--- src/rtl/mem_bus_arbiter.sv ---
// -----------------------------------------------------------------------------
// mem_bus_arbiter
// Two-master / one-slave bus arbiter. Master 0 is instruction fetch, master 1
// is the load/store unit. Requests are serialised with round-robin fairness,
// one transaction is outstanding at a time, and each response is routed back
// to the master that issued it.
//
// Optional feature macro: MEM_ARB_TIMEOUT_EN
//   When defined, a transaction that spends TIMEOUT_CYCLES cycles in REQ+RSP
//   without a slave response is aborted with an error response (err_o=1,
//   rdata=0). When undefined, err_o is tied to 0 and the arbiter waits forever.
//
// Ports:
//   clk_i, rst_i            clock, synchronous active-high reset
//   mX_req_i/we_i/addr_i/   master request channel (held until mX_gnt_o)
//   wdata_i/be_i
//   mX_gnt_o                1-cycle accept pulse, combinational in IDLE
//   mX_rvalid_o/rdata_o/    registered response; rdata holds between responses
//   err_o
//   s_req_o/we_o/addr_o/    slave request channel, driven from latched fields
//   wdata_o/be_o
//   s_gnt_i, s_rvalid_i,    slave accept / response (rvalid for reads and
//   s_rdata_i               writes)
//
// States:
//   S_IDLE | no transaction; arbitrate and grant
//   S_REQ  | s_req_o high, waiting for s_gnt_i
//   S_RSP  | accepted by slave, waiting for s_rvalid_i
// -----------------------------------------------------------------------------
module mem_bus_arbiter #(
    parameter int ADDR_W         = 32,
    parameter int DATA_W         = 32,
    parameter int TIMEOUT_CYCLES = 16
) (
    input  logic                clk_i,
    input  logic                rst_i,
    input  logic                m0_req_i,
    input  logic                m0_we_i,
    input  logic [ADDR_W-1:0]   m0_addr_i,
    input  logic [DATA_W-1:0]   m0_wdata_i,
    input  logic [DATA_W/8-1:0] m0_be_i,
    output logic                m0_gnt_o,
    output logic                m0_rvalid_o,
    output logic [DATA_W-1:0]   m0_rdata_o,
    output logic                m0_err_o,
    input  logic                m1_req_i,
    input  logic                m1_we_i,
    input  logic [ADDR_W-1:0]   m1_addr_i,
    input  logic [DATA_W-1:0]   m1_wdata_i,
    input  logic [DATA_W/8-1:0] m1_be_i,
    output logic                m1_gnt_o,
    output logic                m1_rvalid_o,
    output logic [DATA_W-1:0]   m1_rdata_o,
    output logic                m1_err_o,
    output logic                s_req_o,
    output logic                s_we_o,
    output logic [ADDR_W-1:0]   s_addr_o,
    output logic [DATA_W-1:0]   s_wdata_o,
    output logic [DATA_W/8-1:0] s_be_o,
    input  logic                s_gnt_i,
    input  logic                s_rvalid_i,
    input  logic [DATA_W-1:0]   s_rdata_i
);

    localparam int BE_W  = DATA_W / 8;
    localparam int CNT_W = $clog2(TIMEOUT_CYCLES + 1);

    if (TIMEOUT_CYCLES < 1) begin : g_bad_timeout
        $error("mem_bus_arbiter: TIMEOUT_CYCLES must be >= 1");
    end

    typedef enum logic [1:0] {
        S_IDLE = 2'd0,
        S_REQ  = 2'd1,
        S_RSP  = 2'd2
    } state_e;

    state_e                      state_q, state_d;
    logic                        owner_q, owner_d;
    logic                        last_q, last_d;
    logic                        s_we_q, s_we_d;
    logic [ADDR_W-1:0]           s_addr_q, s_addr_d;
    logic [DATA_W-1:0]           s_wdata_q, s_wdata_d;
    logic [BE_W-1:0]             s_be_q, s_be_d;
    logic [1:0]                  rvalid_q, rvalid_d;
    logic [1:0][DATA_W-1:0]      rdata_q, rdata_d;
    logic [1:0]                  gnt;
    logic                        winner;
    logic                        any_req;

`ifdef MEM_ARB_TIMEOUT_EN
    logic [1:0]                  err_q, err_d;
    logic [CNT_W-1:0]            cnt_q, cnt_d;
    logic                        timeout;

    // A response arriving in the limit cycle takes priority over the abort.
    assign timeout = (state_q != S_IDLE) &&
                     (cnt_q == CNT_W'(TIMEOUT_CYCLES - 1)) &&
                     !((state_q == S_RSP) && s_rvalid_i);
    assign cnt_d   = (state_q == S_IDLE) ? '0 : cnt_q + 1'b1;
`endif

    assign any_req = m0_req_i | m1_req_i;
    // On a tie the master that was not granted last wins.
    assign winner  = (m0_req_i && m1_req_i) ? ~last_q : m1_req_i;

    always_comb begin
        state_d   = state_q;
        owner_d   = owner_q;
        last_d    = last_q;
        s_we_d    = s_we_q;
        s_addr_d  = s_addr_q;
        s_wdata_d = s_wdata_q;
        s_be_d    = s_be_q;
        rvalid_d  = '0;
        rdata_d   = rdata_q;
        gnt       = '0;
`ifdef MEM_ARB_TIMEOUT_EN
        err_d     = '0;
`endif
        case (state_q)
            S_IDLE: begin
                // Grant is suppressed during reset so every output reads 0.
                if (any_req && !rst_i) begin
                    gnt[winner] = 1'b1;
                    owner_d     = winner;
                    last_d      = winner;
                    s_we_d      = winner ? m1_we_i    : m0_we_i;
                    s_addr_d    = winner ? m1_addr_i  : m0_addr_i;
                    s_wdata_d   = winner ? m1_wdata_i : m0_wdata_i;
                    s_be_d      = winner ? m1_be_i    : m0_be_i;
                    state_d     = S_REQ;
                end
            end
            S_REQ: begin
                if (s_gnt_i) begin
                    state_d = S_RSP;
                end
            end
            S_RSP: begin
                if (s_rvalid_i) begin
                    rvalid_d[owner_q] = 1'b1;
                    rdata_d[owner_q]  = s_rdata_i;
                    state_d           = S_IDLE;
                end
            end
            default: state_d = S_IDLE;
        endcase
`ifdef MEM_ARB_TIMEOUT_EN
        if (timeout) begin
            rvalid_d[owner_q] = 1'b1;
            err_d[owner_q]    = 1'b1;
            rdata_d[owner_q]  = '0;
            state_d           = S_IDLE;
        end
`endif
    end

    always_ff @(posedge clk_i) begin
        if (rst_i) begin
            state_q   <= S_IDLE;
            owner_q   <= 1'b0;
            last_q    <= 1'b1;
            s_we_q    <= 1'b0;
            s_addr_q  <= '0;
            s_wdata_q <= '0;
            s_be_q    <= '0;
            rvalid_q  <= '0;
            rdata_q   <= '0;
`ifdef MEM_ARB_TIMEOUT_EN
            err_q     <= '0;
            cnt_q     <= '0;
`endif
        end else begin
            state_q   <= state_d;
            owner_q   <= owner_d;
            last_q    <= last_d;
            s_we_q    <= s_we_d;
            s_addr_q  <= s_addr_d;
            s_wdata_q <= s_wdata_d;
            s_be_q    <= s_be_d;
            rvalid_q  <= rvalid_d;
            rdata_q   <= rdata_d;
`ifdef MEM_ARB_TIMEOUT_EN
            err_q     <= err_d;
            cnt_q     <= cnt_d;
`endif
        end
    end

    assign m0_gnt_o    = gnt[0];
    assign m1_gnt_o    = gnt[1];
    assign m0_rvalid_o = rvalid_q[0];
    assign m1_rvalid_o = rvalid_q[1];
    assign m0_rdata_o  = rdata_q[0];
    assign m1_rdata_o  = rdata_q[1];
`ifdef MEM_ARB_TIMEOUT_EN
    assign m0_err_o    = err_q[0];
    assign m1_err_o    = err_q[1];
`else
    assign m0_err_o    = 1'b0;
    assign m1_err_o    = 1'b0;
`endif
    assign s_req_o     = (state_q == S_REQ);
    assign s_we_o      = s_we_q;
    assign s_addr_o    = s_addr_q;
    assign s_wdata_o   = s_wdata_q;
    assign s_be_o      = s_be_q;

endmodule

--- config.mk ---
export PLATFORM = sky130hd
export DESIGN_NAME = mem_bus_arbiter
export DESIGN_NICKNAME = d
export VERILOG_FILES = /design/src/rtl/mem_bus_arbiter.sv
export SDC_FILE = /design/constraint.sdc
export NUM_CORES = 1
export LEC_CHECK = 0
export BUFFER_PORTS_ARGS = -buffer_cell sky130_fd_sc_hd__buf_2
export CAP_MARGIN = 20
export CORE_ASPECT_RATIO = 0.9
export CORE_MARGIN = 5
export CORE_UTILIZATION = 35
export DETAILED_ROUTE_END_ITERATION = 8
export GPL_TIMING_DRIVEN = 0
export HOLD_SLACK_MARGIN = 0.05
export PLACE_DENSITY = 0.76
export REMOVE_ABC_BUFFERS = 1
export SLEW_MARGIN = 20
export SYNTH_ARGS = -nofsm -noshare
export SYNTH_HDL_FRONTEND = slang
export SYNTH_SLANG_ARGS = --single-unit
export TNS_END_PERCENT = 100
--- constraint.sdc ---
create_clock -name clk_i -period 2.15 [get_ports clk_i]
set_input_delay 0.645 -clock clk_i [delete_from_list [all_inputs] [get_ports clk_i]]
set_output_delay 0.645 -clock clk_i [all_outputs]
set_load 0.05 [all_outputs]
* Word level (Yosys, flattened, before mapping) *
Cells that the tools add are included.

storage, ports and cells
  bits in registers = 139
  latch bits = 0
  bits in writable memories = 0
  bits in read-only memories = 0
  input bits = 176
  word-level logic and storage cells = 51
  memories = 0

cells by class
  add/subtract/negate cells = 0
  multipliers = 0
  div/mod/pow operators = 0
  magnitude comparators = 4
  eq/ne operators = 5
  shifts and indexed selects = 0
  muxes and demuxes = 18
  bitwise gates (word level) = 4
  reduce and logical (&&, ||, !) cells = 10

operators with widths
  operator            count
  $mux 32             3
  $bwmux 64           1
  $demux 32 s1        1
  $mux 2              5
  $pmux 2 s3          1
  $logic_and 1x1->1   4
  $lt 1x2->1 const B  2
  $mux 1              4
  $mux 4              1
  $ne 2x2->1 const B  2
  $reduce_and 2->1    2
  $not 1->1           3
  $reduce_and 3->1    1
  $reduce_or 3->1     1
  $demux 1 s1         2
  $eq 2x1->1 const B  1
  $eq 2x2->1 const B  1
  $ge 1x1->1 const B  2
  $logic_not 2->1     1
  $ne 2x1->1 const B  1
  $logic_not 1->1     1
  $or 1x1->1          1

* Longest topological paths before layout *
Gate-level depths: netlist of run 1.

  depth in word-level cells = 8
  depth in mapped cells = 7

* Worst setup path after synthesis of run 1 *
No wires, ideal clock.

  kind = input-to-output
  from = input port rst_i
  to = output port m0_gnt_o
  arrival = 1,758 ps
  data required time = 1,505 ps
  slack = -253 ps
  stages on the path = 4
  buffers on the path = 1
  path through = clkbuf_1 nor3_4 nand2_1 nor2_1

between the ends
  word-level cells in the longest chain between the ends = 4

RTL lines
  what               line  RTL
  from (decl)        36    input logic rst_i,
  $logic_not 1->1    124   if (any_req && !rst_i) begin
  $logic_and 1x1->1  124
  $mux 2             124
  $mux 2             121   case (state_q)
  to (decl)          42    output logic m0_gnt_o,

Every way passes these cells.

* Worst setup path in the final report of run 1 *
  from = input port m1_req_i
  to = output port m0_gnt_o

between the ends
  word-level cells in the longest chain between the ends = 8
  elaborated cells between the ends (all ways) = 11
  those cells by class = 2 x order compare; 5 x mux; 1 x bitwise; 3 x reduce/logical

RTL lines
  what                                                            line  RTL
  from (decl)                                                     46    input logic m1_req_i,
  $logic_and 1x1->1                                               105   assign winner = (m0_req_i && m1_req_i) ? ~last_q : m1_req_i;
  $mux 1                                                          105
  $lt 1x2->1 (not written as such) or $ge 1x1->1 (tied branches)  125   gnt[winner] = 1'b1;
  $logic_and 1x1->1 (not written as such)                         125
  $mux 1 (not written as such)                                    125
  $demux 1 s1                                                     125
  $mux 2 *                                                        124
  $mux 2 *                                                        121

Every way passes the cells marked *; elsewhere a longest branch is shown, timed or not.

==> out/metrics.csv, run 1 <==
metric,value,unit
"Worst Path Class, Setup",in2out,
YS warnings,0,
Inserted Clock Buffers,17,
die area,18500,um^2
CTS Buffer Depth,2,
met1 usage,0.244,
DP Wirelength,14300,um
Overflow after GRT,0,
pre-CTS setup slack,-0.581,ns
vias,6193,
Rows,43,
leakage,3.69,nW
synthesized instance count,705,
met2 Usage GRT,0.349,
hold crit path type,in2reg,
final worst slack,0.0352,ns
share of the synthesized area in the top cell type,0.501,
hold buffer count at CTS,0,
Final min period,2.11,ns
worst-case vdd ir drop,638,uV
met3 Track Usage GR,0.0801,
vias per cell,5.14,
max cap viols,0,
CP Capture Type,primary output,
WL per Instance,17.2,um
cell taking the most area after synthesis,dfxtp_1,
most frequent cell after synthesis,nand2_1,
antenna violations before repair,1,
1st-pass router iterations,5,
Netlist cell types,26,
status,"finished, final reports clean",
critical path startpoint category,input pin,
TritonCTS Sinks,139,
sequential cell area fraction in the yosys report,0.501,
largest net degree at the start of global routing,75,
fin. max-slew vios,0,
htree depth,4,
Ant. Diodes,0,
Worst-Skew Late Latency,0.42,ns
worst clock skew,0.0107,ns
layout cell share with drive strength beyond 1,0.383,
First DRT Iteration DRCs,299,
"Setup violations, final",0,
dpl cell area,7340,um^2
Starting Density,0.359,
Syn Area/Cell,7.88,um^2
global-route wire length before repair,31000,um
CTS tree,yes,
Pwr Total,7.02,mW
Synth Register Bits,139,
fmax,0.473,GHz
Post-synth ARST share,0,
number of remaining DRC errors,0,
Final Hold Vio Count,0,
gpl congestion,0.844,
Core Area,15500,um^2
Worst EP arrival,1.47,ns
final instance area,8100,um^2
height of the die,130,um
fin nets,1168,
WL final,20700,um
Port Buf Inserts,313,
global route hottest layer,met2,
"Clk pin slew, worst setup/hold paths",0.06,ns
die width,143,um
area delta synth->final,45.8,%
PwrDens,866,nW/um^2
Routed Antenna Nets,0,
final worst-path cycle share,0.984,
actual slew at the worst max-slew pin,0.854,ns
Post-synth EDFFs,0,
worst-path fanout max,10,
"top cells by area, synth","dfxtp_1 50%, nand2_1 18%, a21oi_1 12%, a311oi_1 11%, clkbuf_1 3.1%",
I/O Pins,316,
vias in the first global route,5944,
cell area after synthesis,5560,um^2
Slew headroom,0.430,
Required @ worst endpoint,1.50,ns
"Top FF cell, synth",dfxtp_1,
CTS root buffer,clkbuf_16,
gr usage total,0.213,
synth cell count leaders,"267 x nand2_1, 139 x dfxtp_1, 134 x a21oi_1",
## stage by stage
stage               hold WS [ns]   util  setup TNS (ns)  instances
floorplan                  0.481      -         -142.16        633
global placement           0.439  0.455         -446.41       1148
detailed placement         0.443  0.474          -19.56       1161
CTS                        0.413  0.520               0       1203
global route               0.422  0.523       -0.000643       1206
finish                     0.443  0.523               0       1206
## power by group
part	internal (mW)	leakage [nW]	switching [mW]
registers	2.72	1.13	0.0774
clock network	1.66	0.276	1.13
logic	0.459	2.28	0.980
## worst max-delay path, stage by stage
cell and delay (ns):
buf_2 0.18, a21boi_4 0.21, buf_4 0.22, nor2_2 0.06, buf_6 0.15
## registers in the layout, indices dropped and copies added, names as in the netlist
signal	cells
s_addr_o	32
state_q	2
s_we_o	1
m0_rdata_o	32
m1_rdata_o	32
s_be_o	4
owner_q	1
s_wdata_o	32
rvalid_q	2
last_q	1
## kinds of logic after synthesis
| kind of cell | count (synthesis) | synth area share |
|---|---|---|
| compound gates | 209 | 0.240 |
| buf+inv | 73 | 0.0583 |
| flops | 139 | 0.501 |
| other cells | 1 | 0.000675 |
| simple gates | 283 | 0.201 |
## per-layer routing
| metal | routed length (um) | part of all wire | up-vias |
|---|---|---|---|
| li1 | - | - | 3010 |
| met1 | 7930 | 0.38 | 2838 |
| met2 | 9740 | 0.47 | 297 |
| met3 | 2200 | 0.11 | 46 |
| met4 | 836 | 0.040 | 2 |
| met5 | 20 | 0.00096 | - |
## cell type report
| class | count | area [um^2] |
|---|---|---|
| fillers | 1494 | 7390 |
| clock inverters | 12 | 113 |
| clock buffers | 19 | 453 |
| multi-input cells | 497 | 2520 |
| repair buffers | 337 | 1970 |
| flip-flops and latches | 139 | 2790 |
| well taps | 202 | 253 |
## worst paths after layout
check / start / end / slack (ns) / depth (start not counted)
max: m1_req_i / m0_gnt_o / 0.04 / 5
min reg2reg: m0_rdata_o[5]$_SDFFE_PP0P_ / m0_rdata_o[5]$_SDFFE_PP0P_ / 0.45 / 2
max reg2reg: state_q[1]$_SDFFE_PP0P_ / s_addr_o[10]$_SDFFE_PP0P_ / 0.14 / 8
min: s_gnt_i / state_q[0]$_SDFFE_PP0P_ / 0.44 / 2
## layout by cell type (no fill, tap or decap), drive strengths merged
cell	count
a211o	1
or2	3
conb	2
and2	1
a21bo	1
and3b	1
nand2	267
nand4b	1
dfxtp	139
clkinvlp	2
and4b	1
a21oi	134
bufbuf	1
a311oi	69
and3	1
a21boi	3
nand4bb	1
clkbuf	20
inv	4
nor4bb	1
a2111oi	1
clkinv	5
bufinv	1
o21ba	1
nor2b	1
buf	335
nor3	1
nor2	6
## repair_timing
action | in CTS | in global routing
endpoints found under the setup margin | 2 | 6
cloned | 4 | 1
pin swaps | 2 | 2
setup buffers | 7 | 2
endpoints found under the hold margin | 0 | 0
resized for setup | 9 | 4
No activity file was read; power rests on OpenSTA's default activity.
==> run 2: changes to the inputs <==
--- a/config.mk
+++ b/config.mk
@@ -8,8 +8,8 @@
 export BUFFER_PORTS_ARGS = -buffer_cell sky130_fd_sc_hd__buf_2
 export CAP_MARGIN = 20
 export CORE_ASPECT_RATIO = 0.9
-export CORE_MARGIN = 5
 export CORE_UTILIZATION = 35
+export CTS_BUF_LIST = sky130_fd_sc_hd__clkbuf_16
 export DETAILED_ROUTE_END_ITERATION = 8
 export GPL_TIMING_DRIVEN = 0
 export HOLD_SLACK_MARGIN = 0.05
==> run 2 against run 1 <==
Core utilization is essentially flat. Sequential power is essentially flat. Largest cell class unchanged. Flip-flop and latch count did not move. Sequential share of layout area up 0.11 points. Cell area is 0.37% lower. Fmax grew 0.29%. First-iteration DRC count is 10% lower.
==> out/metrics.csv, run 2 (synthesis gave the netlist of run 1 again) <==
metric,value,unit,change
Ant. Diodes,0,,unchanged
most frequent cells in the layout,"310 x buf_2, 267 x nand2_1, 137 x dfxtp_1",,"was 310 x buf_2, 267 x nand2_1, 136 x dfxtp_1"
Routed Antenna Nets,0,,unchanged
final worst slack,0.0412,ns,was 0.0352 ns
worst-case vdd ir drop,700,uV,was 638 uV
Inserted Clock Buffers,17,,unchanged
"Worst Path Class, Setup",in2out,,unchanged
hold crit path type,in2reg,,unchanged
Required @ worst endpoint,1.50,ns,about the same
Finished Layout Cells,1202,,was 1206
die area,16400,um^2,was 18500 um^2
hold slack,0.439,ns,was 0.443 ns
global-route wire length before repair,29000,um,was 31000 um
Seq pwr share,0.376,,was 0.398
1st-pass router iterations,7,,was 5
setup TNS,0,ns,unchanged
max cap viols,0,,unchanged
P_sw,2.28,mW,was 2.19 mW
pre-CTS setup slack,-0.606,ns,was -0.581 ns
status,"finished, final reports clean",,unchanged
gpl congestion,0.775,,was 0.844
clock share of power,0.433,,was 0.397
CP top delay family,simple AND/OR/NAND/NOR gates,,was buffers and inverters
Layout Utilization,0.523,,about the same
critical path startpoint category,input pin,,unchanged
final worst-path cycle share,0.981,,was 0.984
Port Buf Inserts,313,,unchanged
worst clock skew,0.0104,ns,was 0.0107 ns
vias,6133,,was 6193
PwrDens,917,nW/um^2,was 866 nW/um^2
Final min period,2.11,ns,about the same
Rows,43,,unchanged
CP Capture Type,primary output,,unchanged
WL per Instance,16.2,um,was 17.2 um
critical path's slowest cell,nor3_4,,was buf_4
Starting Density,0.360,,was 0.359
height of the die,122,um,was 130 um
largest net degree at the start of global routing,88,,was 75
Worst-Skew Late Latency,0.42,ns,about the same
die width,135,um,was 143 um
I/O Pins,316,,unchanged
"Clk pin slew, worst setup/hold paths",0.06,ns,about the same
Slew headroom,0.405,,was 0.430
hold buffer count at CTS,0,,unchanged
placed insts,1161,,unchanged
CTS root buffer,clkbuf_16,,unchanged
fmax,0.474,GHz,was 0.473 GHz
TritonCTS Sinks,139,,unchanged
"Setup violations, final",0,,unchanged
gr usage total,0.230,,was 0.213
antenna violations before repair,1,,unchanged
fin nets,1163,,was 1168
Sw Ratio,0.307,,was 0.312
vias per cell,5.10,,was 5.14
vias in the first global route,5552,,was 5944
Buf/Inv on CP,2,,was 3
number of remaining DRC errors,0,,unchanged
DP Wirelength,12800,um,was 14300 um
CTS tree,yes,,unchanged
WL final,19400,um,was 20700 um
fin. max-slew vios,0,,unchanged
Worst EP arrival,1.46,ns,was 1.47 ns
Int Power,5.13,mW,was 4.83 mW
worst-path fanout max,54,,was 10
Final Hold Vio Count,0,,unchanged
First DRT Iteration DRCs,269,,was 299
r2r setup slk,0.17,ns,was 0.14 ns
leakage,3.67,nW,was 3.69 nW
CTS Buffer Depth,2,,unchanged
htree depth,4,,unchanged
cell breakdown of the critical path,"buf_12, nor3_4, nand2_1, nor2_1, buf_6",,"was buf_2, a21boi_4, buf_4, nor2_2, buf_6"
combinational fraction of design power,0.191,,was 0.205
actual slew at the worst max-slew pin,0.893,ns,was 0.854 ns
Core Area,15400,um^2,was 15500 um^2
layout cell share with drive strength beyond 1,0.378,,was 0.383
Critical Path Max Stage Delay,0.24,ns,was 0.22 ns
Overflow after GRT,0,,unchanged
"most common cell after layout, fill and taps aside",buf_2,,unchanged
area delta synth->final,45.3,%,was 45.8%
==> run 2: worst paths after layout <==
path,start,end,cells after the start
worst max-delay path,rst_i,m0_gnt_o,5
worst min-delay path,s_gnt_i,state_q[0]$_SDFFE_PP0P_,2
worst min register to register,m1_rdata_o[23]$_SDFFE_PP0P_,m1_rdata_o[23]$_SDFFE_PP0P_,2
worst max register to register,state_q[0]$_SDFFE_PP0P_,s_addr_o[14]$_SDFFE_PP0P_,7
==> run 2: power by group through the flow <==
stage | logic (mW) | clock network, mW | registers, mW
floorplan | 0.388 | 0 | 3.30
global placement | 1.32 | 0 | 2.83
detailed placement | 1.38 | 0 | 2.84
CTS | 1.41 | 3.26 | 2.79
global route | 1.50 | 3.37 | 2.80
finish | 1.41 | 3.20 | 2.79
==> run 2: worst reg2reg max path, stage by stage, from the launching register on <==
cell	delay [ns]
dfxtp_2	0.38
nor3_4	0.25
buf_4	0.14
buf_4	0.10
buf_4	0.15
and2_4	0.43
buf_12	0.26
a311oi_1	0.14
==> run 2: repair_timing <==
item                                    CTS  global route
pin swaps                                 2             1
buffers inserted                          6             1
resized for setup                         5             5
gates cloned                              2             0
endpoints found under the setup margin   36             2
==> run 2: layer usage <==
layer / routed length (um) / track usage / vias to the layer above
met1: 7540 / 0.253 / 2824
met3: 1890 / 0.0811 / 27
met2: 9490 / 0.399 / 281
met4: 497 / 0.101 / 2
li1: - / - / 2999
met5: 15 / 0 / -
==> run 2: area by class of cell <==
class | count | area, um^2
Timing Repair Buffer | 333 | 1890
Multi-Input combinational cell | 496 | 2510
Clock inverter | 15 | 211
Sequential cell | 139 | 2790
Fill cell | 1458 | 7370
Clock buffer | 17 | 425
Tap cell | 202 | 253
==> run 2: per-stage QoR <==
step	instance area (um^2)	total power, mW
3_3_place_gp	7060	4.15
6_report	8070	7.40
2_1_floorplan	5240	3.69
5_1_grt	8070	7.67
3_5_place_dp	7340	4.23
4_1_cts	8050	7.46
